`src/rtl/serial_tx_framer.sv`:
```
`default_nettype none
// ============================================================================
//  Module   : serial_tx_framer
//  Purpose  : Fibre-link serial transmitter. Snapshots N_CH payload words and
//             sends them MSB first as SYNC | HDR | words | CRC-8 | idle gap,
//             with a per-frame sequence number, SFP-fault abort/recovery,
//             LVDS/SFP driver enables and stretched activity/fault LEDs.
//  Revision : 1.0  initial release
// ============================================================================
module serial_tx_framer #(
    parameter int         N_CH        = 2,
    parameter int         DATA_W      = 16,
    parameter int         BIT_CLKS    = 4,
    parameter int         GAP_BITS    = 4,
    parameter logic [7:0] SYNC_PAT    = 8'hAB,
    parameter int         LED_STRETCH = 400000
) (
    input  logic                     i_clk,
    input  logic                     i_rst,
    input  logic                     i_tx_en,
    input  logic                     i_sfp_tx_flt,
    input  logic [N_CH*DATA_W-1:0]   i_tx_data,
    output logic                     o_serial,
    output logic                     o_drv_en,
    output logic                     o_sfp_tx_dis_n,
    output logic                     o_frame_start,
    output logic                     o_busy,
    output logic [3:0]               o_seq,
    output logic [1:0]               o_tx_led
);

    // ------------------------------------------------------------------------
    // Derived constants
    // ------------------------------------------------------------------------
    localparam int c_PAY_BITS  = N_CH * DATA_W;
    localparam int c_MAX_FIELD = (c_PAY_BITS > GAP_BITS) ? c_PAY_BITS : GAP_BITS;
    localparam int c_IDX_W     = $clog2(c_MAX_FIELD + 1);
    localparam int c_BCLK_W    = $clog2(BIT_CLKS);
    localparam int c_LED_W     = $clog2(LED_STRETCH + 1);

    localparam logic [c_IDX_W-1:0]  c_IDX_ONE    = c_IDX_W'(1);
    localparam logic [c_IDX_W-1:0]  c_IDX_BYTE   = c_IDX_W'(7);
    localparam logic [c_IDX_W-1:0]  c_IDX_PAY    = c_IDX_W'(c_PAY_BITS - 1);
    localparam logic [c_IDX_W-1:0]  c_IDX_GAP    = c_IDX_W'(GAP_BITS - 1);
    localparam logic [c_BCLK_W-1:0] c_BCLK_ONE   = c_BCLK_W'(1);
    localparam logic [c_BCLK_W-1:0] c_BCLK_LAST  = c_BCLK_W'(BIT_CLKS - 1);
    localparam logic [c_LED_W-1:0]  c_LED_LOAD   = c_LED_W'(LED_STRETCH);
    localparam logic [c_LED_W-1:0]  c_LED_ONE    = c_LED_W'(1);
    localparam logic [3:0]          c_CLR_LAST   = 4'd15;
    localparam logic [7:0]          c_CRC_POLY   = 8'h07;

    // ------------------------------------------------------------------------
    // State encoding
    // ------------------------------------------------------------------------
    typedef enum logic [2:0] {
        ST_IDLE  = 3'd0,
        ST_SYNC  = 3'd1,
        ST_HDR   = 3'd2,
        ST_DATA  = 3'd3,
        ST_CRC   = 3'd4,
        ST_GAP   = 3'd5,
        ST_FAULT = 3'd6
    } state_t;

    state_t                 r_state;
    state_t                 w_state_nxt;

    logic                   r_flt_meta;
    logic                   r_flt_sync;
    logic [3:0]             r_clr_cnt;

    logic [c_BCLK_W-1:0]    r_bit_clk;
    logic [c_IDX_W-1:0]     r_bit_idx;
    logic [c_IDX_W-1:0]     w_idx_last;
    logic                   w_bit_last;
    logic                   w_field_last;
    logic                   w_in_frame;
    logic                   w_busy_nxt;
    logic [2:0]             w_byte_sel;

    logic [c_PAY_BITS-1:0]  w_pay_ordered;
    logic [c_PAY_BITS-1:0]  r_pay;
    logic [7:0]             r_hdr;
    logic [7:0]             r_crc;
    logic [3:0]             r_seq_nxt;
    logic                   w_cur_bit;
    logic                   w_snap;
    logic                   w_fault_entry;

    logic [c_LED_W-1:0]     r_led_act_cnt;
    logic [c_LED_W-1:0]     r_led_flt_cnt;

    // One CRC-8 (poly 0x07, MSB first) step for a single launched bit.
    function automatic logic [7:0] f_crc8_step(input logic [7:0] crc, input logic bit_in);
        logic fb;
        fb = crc[7] ^ bit_in;
        return {crc[6:0], 1'b0} ^ (fb ? c_CRC_POLY : 8'h00);
    endfunction

    // Reorder the payload so word 0 sits in the top bits: the shift register
    // then always launches its MSB and word 0 goes out first.
    generate
        for (genvar g = 0; g < N_CH; g++) begin : g_pay_order
            assign w_pay_ordered[(N_CH-1-g)*DATA_W +: DATA_W] = i_tx_data[g*DATA_W +: DATA_W];
        end
    endgenerate

    // ------------------------------------------------------------------------
    // Bit timing helpers
    // ------------------------------------------------------------------------
    assign w_in_frame   = (r_state != ST_IDLE) && (r_state != ST_FAULT);
    assign w_bit_last   = (r_bit_clk == c_BCLK_LAST);
    assign w_field_last = w_bit_last && (r_bit_idx == w_idx_last);
    assign w_byte_sel   = ~r_bit_idx[2:0];

    // Index of the final bit of the field currently being sent.
    always_comb begin
        w_idx_last = c_IDX_BYTE;
        case (r_state)
            ST_DATA: w_idx_last = c_IDX_PAY;
            ST_GAP:  w_idx_last = c_IDX_GAP;
            default: w_idx_last = c_IDX_BYTE;
        endcase
    end

    // Bit value that belongs on the line for the current state and position.
    always_comb begin
        w_cur_bit = 1'b1;
        case (r_state)
            ST_SYNC: w_cur_bit = SYNC_PAT[w_byte_sel];
            ST_HDR:  w_cur_bit = r_hdr[w_byte_sel];
            ST_DATA: w_cur_bit = r_pay[c_PAY_BITS-1];
            ST_CRC:  w_cur_bit = r_crc[w_byte_sel];
            default: w_cur_bit = 1'b1;
        endcase
    end

    // ------------------------------------------------------------------------
    // Fault synchroniser (2 flops) and fault-clear qualification counter
    // ------------------------------------------------------------------------
    // Bring the asynchronous SFP fault into the clock domain.
    always_ff @(posedge i_clk or posedge i_rst) begin
        if (i_rst) begin
            r_flt_meta <= 1'b0;
            r_flt_sync <= 1'b0;
        end else begin
            r_flt_meta <= i_sfp_tx_flt;
            r_flt_sync <= r_flt_meta;
        end
    end

    // Count consecutive fault-free clocks while parked in FAULT.
    always_ff @(posedge i_clk or posedge i_rst) begin
        if (i_rst) begin
            r_clr_cnt <= 4'd0;
        end else if ((r_state != ST_FAULT) || r_flt_sync) begin
            r_clr_cnt <= 4'd0;
        end else if (r_clr_cnt != c_CLR_LAST) begin
            r_clr_cnt <= r_clr_cnt + 4'd1;
        end
    end

    // ------------------------------------------------------------------------
    // Frame FSM
    // ------------------------------------------------------------------------
    // State register.
    always_ff @(posedge i_clk or posedge i_rst) begin
        if (i_rst) begin
            r_state <= ST_IDLE;
        end else begin
            r_state <= w_state_nxt;
        end
    end

    // Next-state logic; a synchronised fault overrides everything.
    always_comb begin
        w_state_nxt   = r_state;
        w_snap        = 1'b0;
        w_fault_entry = 1'b0;
        w_busy_nxt    = 1'b0;
        if (r_flt_sync) begin
            w_state_nxt = ST_FAULT;
        end else begin
            case (r_state)
                ST_IDLE:  if (i_tx_en)      w_state_nxt = ST_SYNC;
                ST_SYNC:  if (w_field_last) w_state_nxt = ST_HDR;
                ST_HDR:   if (w_field_last) w_state_nxt = ST_DATA;
                ST_DATA:  if (w_field_last) w_state_nxt = ST_CRC;
                ST_CRC:   if (w_field_last) w_state_nxt = ST_GAP;
                ST_GAP:   if (w_field_last) w_state_nxt = i_tx_en ? ST_SYNC : ST_IDLE;
                ST_FAULT: if (r_clr_cnt == c_CLR_LAST) w_state_nxt = ST_IDLE;
                default:  w_state_nxt = ST_IDLE;
            endcase
        end
        w_snap        = (w_state_nxt == ST_SYNC) &&
                        ((r_state == ST_IDLE) || (r_state == ST_GAP));
        w_fault_entry = (w_state_nxt == ST_FAULT) && (r_state != ST_FAULT);
        w_busy_nxt    = (w_state_nxt != ST_IDLE) && (w_state_nxt != ST_FAULT);
    end

    // Bit-clock and bit-index counters; both restart on every state change.
    always_ff @(posedge i_clk or posedge i_rst) begin
        if (i_rst) begin
            r_bit_clk <= '0;
            r_bit_idx <= '0;
        end else if (!w_in_frame || (w_state_nxt != r_state)) begin
            r_bit_clk <= '0;
            r_bit_idx <= '0;
        end else if (w_bit_last) begin
            r_bit_clk <= '0;
            r_bit_idx <= r_bit_idx + c_IDX_ONE;
        end else begin
            r_bit_clk <= r_bit_clk + c_BCLK_ONE;
        end
    end

    // ------------------------------------------------------------------------
    // Snapshot, sequence number, payload shifter and CRC
    // ------------------------------------------------------------------------
    // The header fault flag is the first synchroniser stage: a fault that is
    // arriving but not yet qualified gets flagged in the frame it aborts.
    always_ff @(posedge i_clk or posedge i_rst) begin
        if (i_rst) begin
            r_pay     <= '0;
            r_hdr     <= 8'h00;
            r_crc     <= 8'h00;
            r_seq_nxt <= 4'd0;
            o_seq     <= 4'd0;
        end else if (w_snap) begin
            r_pay     <= w_pay_ordered;
            r_hdr     <= {r_seq_nxt, r_flt_meta, 3'b000};
            r_crc     <= 8'h00;
            o_seq     <= r_seq_nxt;
            r_seq_nxt <= r_seq_nxt + 4'd1;
        end else begin
            if (((r_state == ST_HDR) || (r_state == ST_DATA)) && (r_bit_clk == '0)) begin
                r_crc <= f_crc8_step(r_crc, w_cur_bit);
            end
            if ((r_state == ST_DATA) && w_bit_last) begin
                r_pay <= r_pay << 1;
            end
        end
    end

    // ------------------------------------------------------------------------
    // Registered line and status outputs
    // ------------------------------------------------------------------------
    // The line is forced idle on the same edge that enters FAULT.
    always_ff @(posedge i_clk or posedge i_rst) begin
        if (i_rst) begin
            o_serial       <= 1'b1;
            o_frame_start  <= 1'b0;
            o_busy         <= 1'b0;
            o_drv_en       <= 1'b0;
            o_sfp_tx_dis_n <= 1'b0;
        end else begin
            o_serial       <= r_flt_sync ? 1'b1 : w_cur_bit;
            o_frame_start  <= w_snap;
            o_busy         <= w_busy_nxt;
            o_drv_en       <= i_tx_en && (w_state_nxt != ST_FAULT);
            o_sfp_tx_dis_n <= i_tx_en && (w_state_nxt != ST_FAULT);
        end
    end

    // ------------------------------------------------------------------------
    // LED stretchers
    // ------------------------------------------------------------------------
    // Frame-activity LED: reload on each snapshot, then count down.
    always_ff @(posedge i_clk or posedge i_rst) begin
        if (i_rst) begin
            r_led_act_cnt <= '0;
        end else if (w_snap) begin
            r_led_act_cnt <= c_LED_LOAD;
        end else if (r_led_act_cnt != '0) begin
            r_led_act_cnt <= r_led_act_cnt - c_LED_ONE;
        end
    end

    // Fault LED: reload on each entry into FAULT, then count down.
    always_ff @(posedge i_clk or posedge i_rst) begin
        if (i_rst) begin
            r_led_flt_cnt <= '0;
        end else if (w_fault_entry) begin
            r_led_flt_cnt <= c_LED_LOAD;
        end else if (r_led_flt_cnt != '0) begin
            r_led_flt_cnt <= r_led_flt_cnt - c_LED_ONE;
        end
    end

    assign o_tx_led = {(r_led_flt_cnt != '0), (r_led_act_cnt != '0)};

endmodule
`default_nettype wire

```
`config.mk`:
```
export PLATFORM = sky130hd
export DESIGN_NAME = serial_tx_framer
export DESIGN_NICKNAME = d
export VERILOG_FILES = /design/src/rtl/serial_tx_framer.sv
export SDC_FILE = /design/constraint.sdc
export NUM_CORES = 1
export LEC_CHECK = 0
export ABC_AREA = 1
export BUFFER_PORTS_ARGS = -buffer_cell sky130_fd_sc_hd__clkbuf_2
export CAP_MARGIN = 20
export CORE_UTILIZATION = 41
export CTS_CLUSTER_DIAMETER = 150
export DETAILED_ROUTE_END_ITERATION = 6
export GPL_ROUTABILITY_DRIVEN = 0
export GPL_TIMING_DRIVEN = 0
export PLACE_DENSITY = 0.63
export SLEW_MARGIN = 10
export SYNTH_ARGS = -nofsm -noshare
export SYNTH_HDL_FRONTEND = slang
export SYNTH_SLANG_ARGS = --single-unit
```
`constraint.sdc`:
```
create_clock -name i_clk -period 10.95 [get_ports i_clk]
set_input_delay 2.19 -clock i_clk [delete_from_list [all_inputs] [get_ports i_clk]]
set_output_delay 2.19 -clock i_clk [all_outputs]
set_load 0.005 [all_outputs]
```
# Word level (Yosys, flattened, before mapping)
# Memory sizes are Yosys's and may differ from the RTL's.
# Index checks and enable logic that the tools add are counted.
op_classes:
  n_addsub: 6
  n_mul: 0
  div_mod_pow: 0
  magnitude_cmp: 1
  n_eq_ne: 15
  n_shift: 0
  n_mux: 33
  n_bitwise: 3
  reduce_logical: 25
ops:
  columns: ["op", "count"]
  rows:
  - ["two-way mux 19 bit", 4]
  - ["two-way mux 32 bit", 2]
  - ["nonzero test 19 bit", 2]
  - ["subtractor 19 x 1 -> 19 bit, second input constant", 2]
  - ["two-way mux 3 bit", 9]
  - ["case mux 3 bit (7 select lines)", 1]
  - ["two-way mux 8 bit", 2]
  - ["== test 3 bit, second input constant", 4]
  - ["two-way mux 6 bit", 2]
  - ["nonzero test 2 bit", 6]
  - ["case mux 5 bit (2 select lines)", 1]
  - ["adder 4 x 1 -> 4 bit, second input constant", 2]
  - ["logical AND 1 bit", 8]
  - ["two-way mux 4 bit", 2]
  - ["XOR 8 x 3 -> 8 bit", 1]
  - ["adder 6 x 1 -> 6 bit, second input constant", 1]
  - ["binary-select mux 1 bit (select 3 bit)", 2]
  - ["== test 3 x 1 -> 1 bit, second input constant", 2]
  - ["== test 3 x 2 -> 1 bit, second input constant", 2]
  - ["== test 6 bit", 1]
  - ["!= test 3 bit, second input constant", 2]
  - ["nonzero test 3 bit", 2]
  - ["two-way mux 1 bit", 5]
  - ["== test 4 bit, second input constant", 1]
  - ["other kinds (13)", 17]
word_totals:
  regBits: 112
  latch_bits: 0
  ram_bits: 0
  rom_bits: 8
  inputBits: 36
  output_inout_bits: 11
  word_cells: 101
  mem_count: 1
memory_table:
  columns: ["name", "words", "width", "rd", "rd_clocked_by_memory_dff", "wr", "line_no", "text"]
  rows:
  - ["(no name shown)", 8, 1, 1, 0, 0, "130", "ST_SYNC: w_cur_bit = SYNC_PAT[w_byte_sel];"]

# Depth between registers and ports, before layout
depth:
  ltp_word: 10
  mapped_depth: 18
  depth_no_buf: 15

# Least setup slack after synthesis
# OpenSTA, ideal clock, no wires.
synth_path:
  kind: "register -> output"
  startpoint: "register r_led_flt_cnt[0]"
  endpoint: "output o_tx_led[1]"
  arrival_ns: 1.324
  required_ns: 8.760
  setup_slack_ns: 7.436
  path_stages_with_launch: 8
  path_buffers: 0
  path_cell_list: "dfrtp_1 -> inv_1 -> ha_1 -> nand4_1 -> nor2_1 -> nand3_1 -> nor2_1 -> inv_1"
synth_via:
  elab_chain_cells: 1
synth_lines:
  columns: ["element", "line_no", "text"]
  rows:
  - ["start, declared", "91", "logic [c_LED_W-1:0] r_led_flt_cnt;"]
  - ["start signal, assigned", "284", "r_led_flt_cnt <= c_LED_LOAD;"]
  - ["start signal, assigned", "286", "r_led_flt_cnt <= r_led_flt_cnt - c_LED_ONE;"]
  - ["nonzero test 19 bit", "290", "assign o_tx_led = {(r_led_flt_cnt != '0), (r_led_act_cnt != '0)};"]
  - ["end, declared", "29", "output logic [1:0] o_tx_led"]
# No other way between the ends.

# Final worst setup path
# Same ends and word-level chain as after synthesis.

==> PnR_summary.wiki <==
{| class="wikitable"
! Metric !! Value
|-
| Count of placed standard cells in the final layout, fillers left out || 1021
|-
| Total standard cell area after synthesis || just over 6000 um^2
|-
| Final Slew Violations || 0
|-
| # Max-Cap Violations || 0
|-
| Leak || around 3.3 nW
|-
| Vias post-DR || about 5000
|-
| Worst hold endpoint || r_flt_sync
|-
| Effective utilization at floorplan || 0.420
|-
| Clock skew || 0.00810 ns
|-
| Crit path buf inv count || 3
|-
| Crit-path max FO || 7
|-
| Fraction of synthesis flops using an asynchronous set or reset pin || 1.00
|-
| Die Wd || 124 um
|-
| I/O pin count || 47
|-
| Launching element type of the critical path || flip-flop
|-
| Highest-count cells in the layout ignoring fill and taps || sky130_fd_sc_hd__nand2_1, sky130_fd_sc_hd__inv_1, sky130_fd_sc_hd__dfrtp_1, sky130_fd_sc_hd__nor2_1, sky130_fd_sc_hd__nand3_1
|-
| Ratio of final minimum period to clock period || 0.396
|-
| Final antenna diode count || 0
|-
| Maximum number of pins on one net before global-route repair || 56
|-
| Latest clock arrival within the worst-skew pair || 0.36 ns
|-
| CTS-repair resized insts || 0
|-
| Power per cell area || 137 nW/um^2
|-
| Setup repair after global routing missed its margin || no
|-
| Nets in the synthesized netlist || 818
|-
| Setup Fix Bufs, Post-CTS || 0
|-
| Number of placed cells counting well taps || 1005
|-
| Root buf cell || sky130_fd_sc_hd__clkbuf_16
|-
| Count of buffers inserted at the top-level ports || 46
|-
| Number of rows created at floorplan || 44
|-
| Slowest cell on crit path || sky130_fd_sc_hd__dfrtp_1
|-
| First drt pass iteration count || 4
|-
| Instance count of the mapped netlist || 774
|-
| Antenna violation net count after detailed routing || 0
|-
| WL final || roughly 12 mm
|-
| Endpoint type of the worst setup path || output port
|-
| Biggest area consumer among synthesized cells || sky130_fd_sc_hd__dfrtp_1
|-
| R2r startpoint || r_bit_clk[0]
|-
| Register area share after synthesis || 0.445
|-
| Synth Area per Inst || 7.85 um^2
|-
| Number of flops mapped to enable cells by yosys || 0
|-
| Number of antenna violations at the first check in global routing || 0
|-
| Data arrival time at the worst-slack endpoint || 2.14 ns
|-
| Synth area leaders || sky130_fd_sc_hd__dfrtp_1, sky130_fd_sc_hd__nand2_1, sky130_fd_sc_hd__inv_1
|-
| Vias per inst || 4.80
|-
| Top_reg_cell synth || sky130_fd_sc_hd__dfrtp_1
|-
| DRC violation count after routing || 0
|-
| Layout overhead on the synthesized area || 13.0%
|-
| Achievable Freq || 231 MHz
|-
| Share of the synthesized area in the top cell type || 0.440
|-
| Worst vdd ir || 0.0940 mV
|-
| Hold Startpoint || r_flt_meta
|-
| Util after Layout || 0.475
|-
| Kind of critical path || flip-flop to output port
|-
| Worst-case register-to-register setup slack || ~8.5 ns
|-
| Clock sink count || 108
|-
| Final Hold Vio Count || 0
|-
| Vias in the first global route || 4461
|-
| Required time reported for the critical path endpoint || between 8 and 9 ns
|-
| Number of endpoints failing setup at the final stage || 0
|-
| Global-route congestion overflow total || 0
|-
| Cts bufs inserted || 9
|-
| Post-CTS Hold Fix Bufs || 0
|-
| Setup TNS || 0 ns
|-
| H-Tree Depth || 3
|-
| Slew Limit Headroom || 0.666
|-
| Delay contributed by the slowest stage of the critical path || 0.41 ns
|-
| Run status || completed
|-
| FF-to-FF End || r_pay[0]
|-
| Overall die height || 124 um
|-
| Number of filler instances in the final layout || 1481
|-
| First-pass GRT wire length || 20.5 mm
|-
| Class of the tightest hold or removal check || flip-flop to flip-flop
|-
| Hold Crit Depth || 0
|-
| Final routed wire length divided by cell count || approximately 12 um
|-
| Overall Global Routing Usage || 0.172
|-
| Number of synthesized register bits || 108
|-
| Initial DRC Count || 244
|-
| Clock tree from TritonCTS || done
|-
| Die area || between 15000 and 20000 um^2
|-
| Sequential cell area || approximately 2700 um^2
|-
| Power after layout || 0.944 mW
|-
| Number of buffers on the longest clock path || 2
|-
| Layout cells sized above 1 || 0.153
|-
| Count of cell types in the netlist || 43
|-
| Crit-path leading delay family || simple AND/OR/NAND/NOR gates
|-
| Final net count || 876
|-
| Depth of the most critical reg-to-reg path || 14
|-
| Core region area || 14500 um^2
|-
| Most frequent standard cell in the layout excluding fill and tap cells || sky130_fd_sc_hd__nand2_1
|-
| Tightest Pin Transition || 0.501 ns
|-
| Warnings, synthesis || 0
|-
| Fin crit period || about 4.3 ns
|-
| Cell chain of the critical path || inv_1 > ha_1 > nand4_1 > nor2_1 > nand3_1 > nor2_1 > inv_1 > clkbuf_2
|-
| Area of combinational cells with multiple inputs || approximately 2700 um^2
|-
| Clock slew at reported path FFs || around 0.070 ns
|-
| Post-detailed-placement half-perimeter wirelength || 8.75 mm
|}
## worst max-delay path by stage
stage	from	endpoint	slack (ns)	cells after the start
after global routing	r_led_flt_cnt[0]	o_tx_led[1]	6.36	8
after global placement	i_rst	r_led_act_cnt[15]	4.48	2
after CTS	r_led_flt_cnt[0]	o_tx_led[1]	6.62	8
final	r_led_flt_cnt[0]	o_tx_led[1]	6.62	8
after detailed placement	r_led_flt_cnt[0]	o_tx_led[1]	7.01	8
after floorplan	i_rst	o_busy	5.92	1
## cells by family (layout without fill, tap and decap cells)
| logic type | count (synthesis) | count (layout) | share of synthesized area |
|---|---|---|---|
| simple gates | 426 | 426 | 0.343 |
| buf+inv | 149 | 212 | 0.104 |
| flops | 108 | 108 | 0.445 |
| compound gates | 60 | 60 | 0.0578 |
| xor+xnor | 22 | 22 | 0.0317 |
| fa+ha+maj | 8 | 8 | 0.0165 |
| mux | 1 | 1 | 0.00185 |
## Yosys cell counts (2+ instances only)
cell	number
sky130_fd_sc_hd__ha_1	8
sky130_fd_sc_hd__nand2_1	192
sky130_fd_sc_hd__nor3_1	15
sky130_fd_sc_hd__nor2_1	69
sky130_fd_sc_hd__nand3_1	63
sky130_fd_sc_hd__clkbuf_1	10
sky130_fd_sc_hd__o21ai_1	3
sky130_fd_sc_hd__a21oi_1	13
sky130_fd_sc_hd__xor2_1	18
sky130_fd_sc_hd__buf_6	5
sky130_fd_sc_hd__nand4_1	14
sky130_fd_sc_hd__nand2_2	7
sky130_fd_sc_hd__buf_2	8
sky130_fd_sc_hd__inv_1	113
sky130_fd_sc_hd__nand3b_1	35
sky130_fd_sc_hd__nor2_4	2
sky130_fd_sc_hd__nand3_4	2
sky130_fd_sc_hd__xnor2_1	4
sky130_fd_sc_hd__o211ai_1	8
sky130_fd_sc_hd__a31oi_1	2
sky130_fd_sc_hd__nand3_2	20
sky130_fd_sc_hd__buf_4	7
sky130_fd_sc_hd__o21ai_0	27
sky130_fd_sc_hd__inv_2	4
sky130_fd_sc_hd__dfrtp_1	107
## final cells by class
cell class	count	area share
repair buffers	47	0.0375
clock buffers	9	0.0328
well taps	184	0.0335
clock inverters	7	0.0109
inverters	117	0.0646
flip-flops and latches	108	0.393
multi-input cells	517	0.399
plain buffers	32	0.0284
## state kept, by name (all words and copies together) (netlist names)
name / flops
r_crc: 8
r_flt_meta: 1
o_frame_start: 1
r_seq_nxt: 4
r_bit_idx: 6
o_serial: 1
r_state: 3
r_bit_clk: 2
o_seq: 4
r_flt_sync: 1
r_hdr: 1
o_busy: 1
r_led_flt_cnt: 19
r_clr_cnt: 4
r_led_act_cnt: 19
o_sfp_tx_dis_n: 1
r_pay: 32
## power by group
part	leakage, nW	total [mW]	internal [mW]	switching (mW)
Combinational	2.01	0.129	0.0553	0.0735
Sequential	1.17	0.485	0.446	0.0390
Clock	0.143	0.331	0.179	0.152
Total	3.32	0.944	0.680	0.265
## through the flow
stage / worst slack (ns) / hold WS, ns / instance area, um^2
after CTS: 6.62 / 0.420 / 6870
after detailed placement: 7.01 / 0.402 / 6570
final: 6.62 / 0.423 / 6870
after global routing: 6.36 / 0.427 / 6870
after global placement: 4.48 / 0.405 / 6540
after floorplan: 5.92 / 0.354 / 6080
## layer usage
layer | share of wire | up-vias | GRT usage | routed length, um
li1 | - | 2571 | - | -
met1 | 0.51 | 2262 | 0.233 | 6200
met2 | 0.45 | 62 | 0.274 | 5460
met3 | 0.031 | 8 | 0.0417 | 375
met4 | 0.010 | 0 | 0.0452 | 121
met5 | 0 | - | 0 | 0
Note: power is estimated with default switching activity, not from simulation.
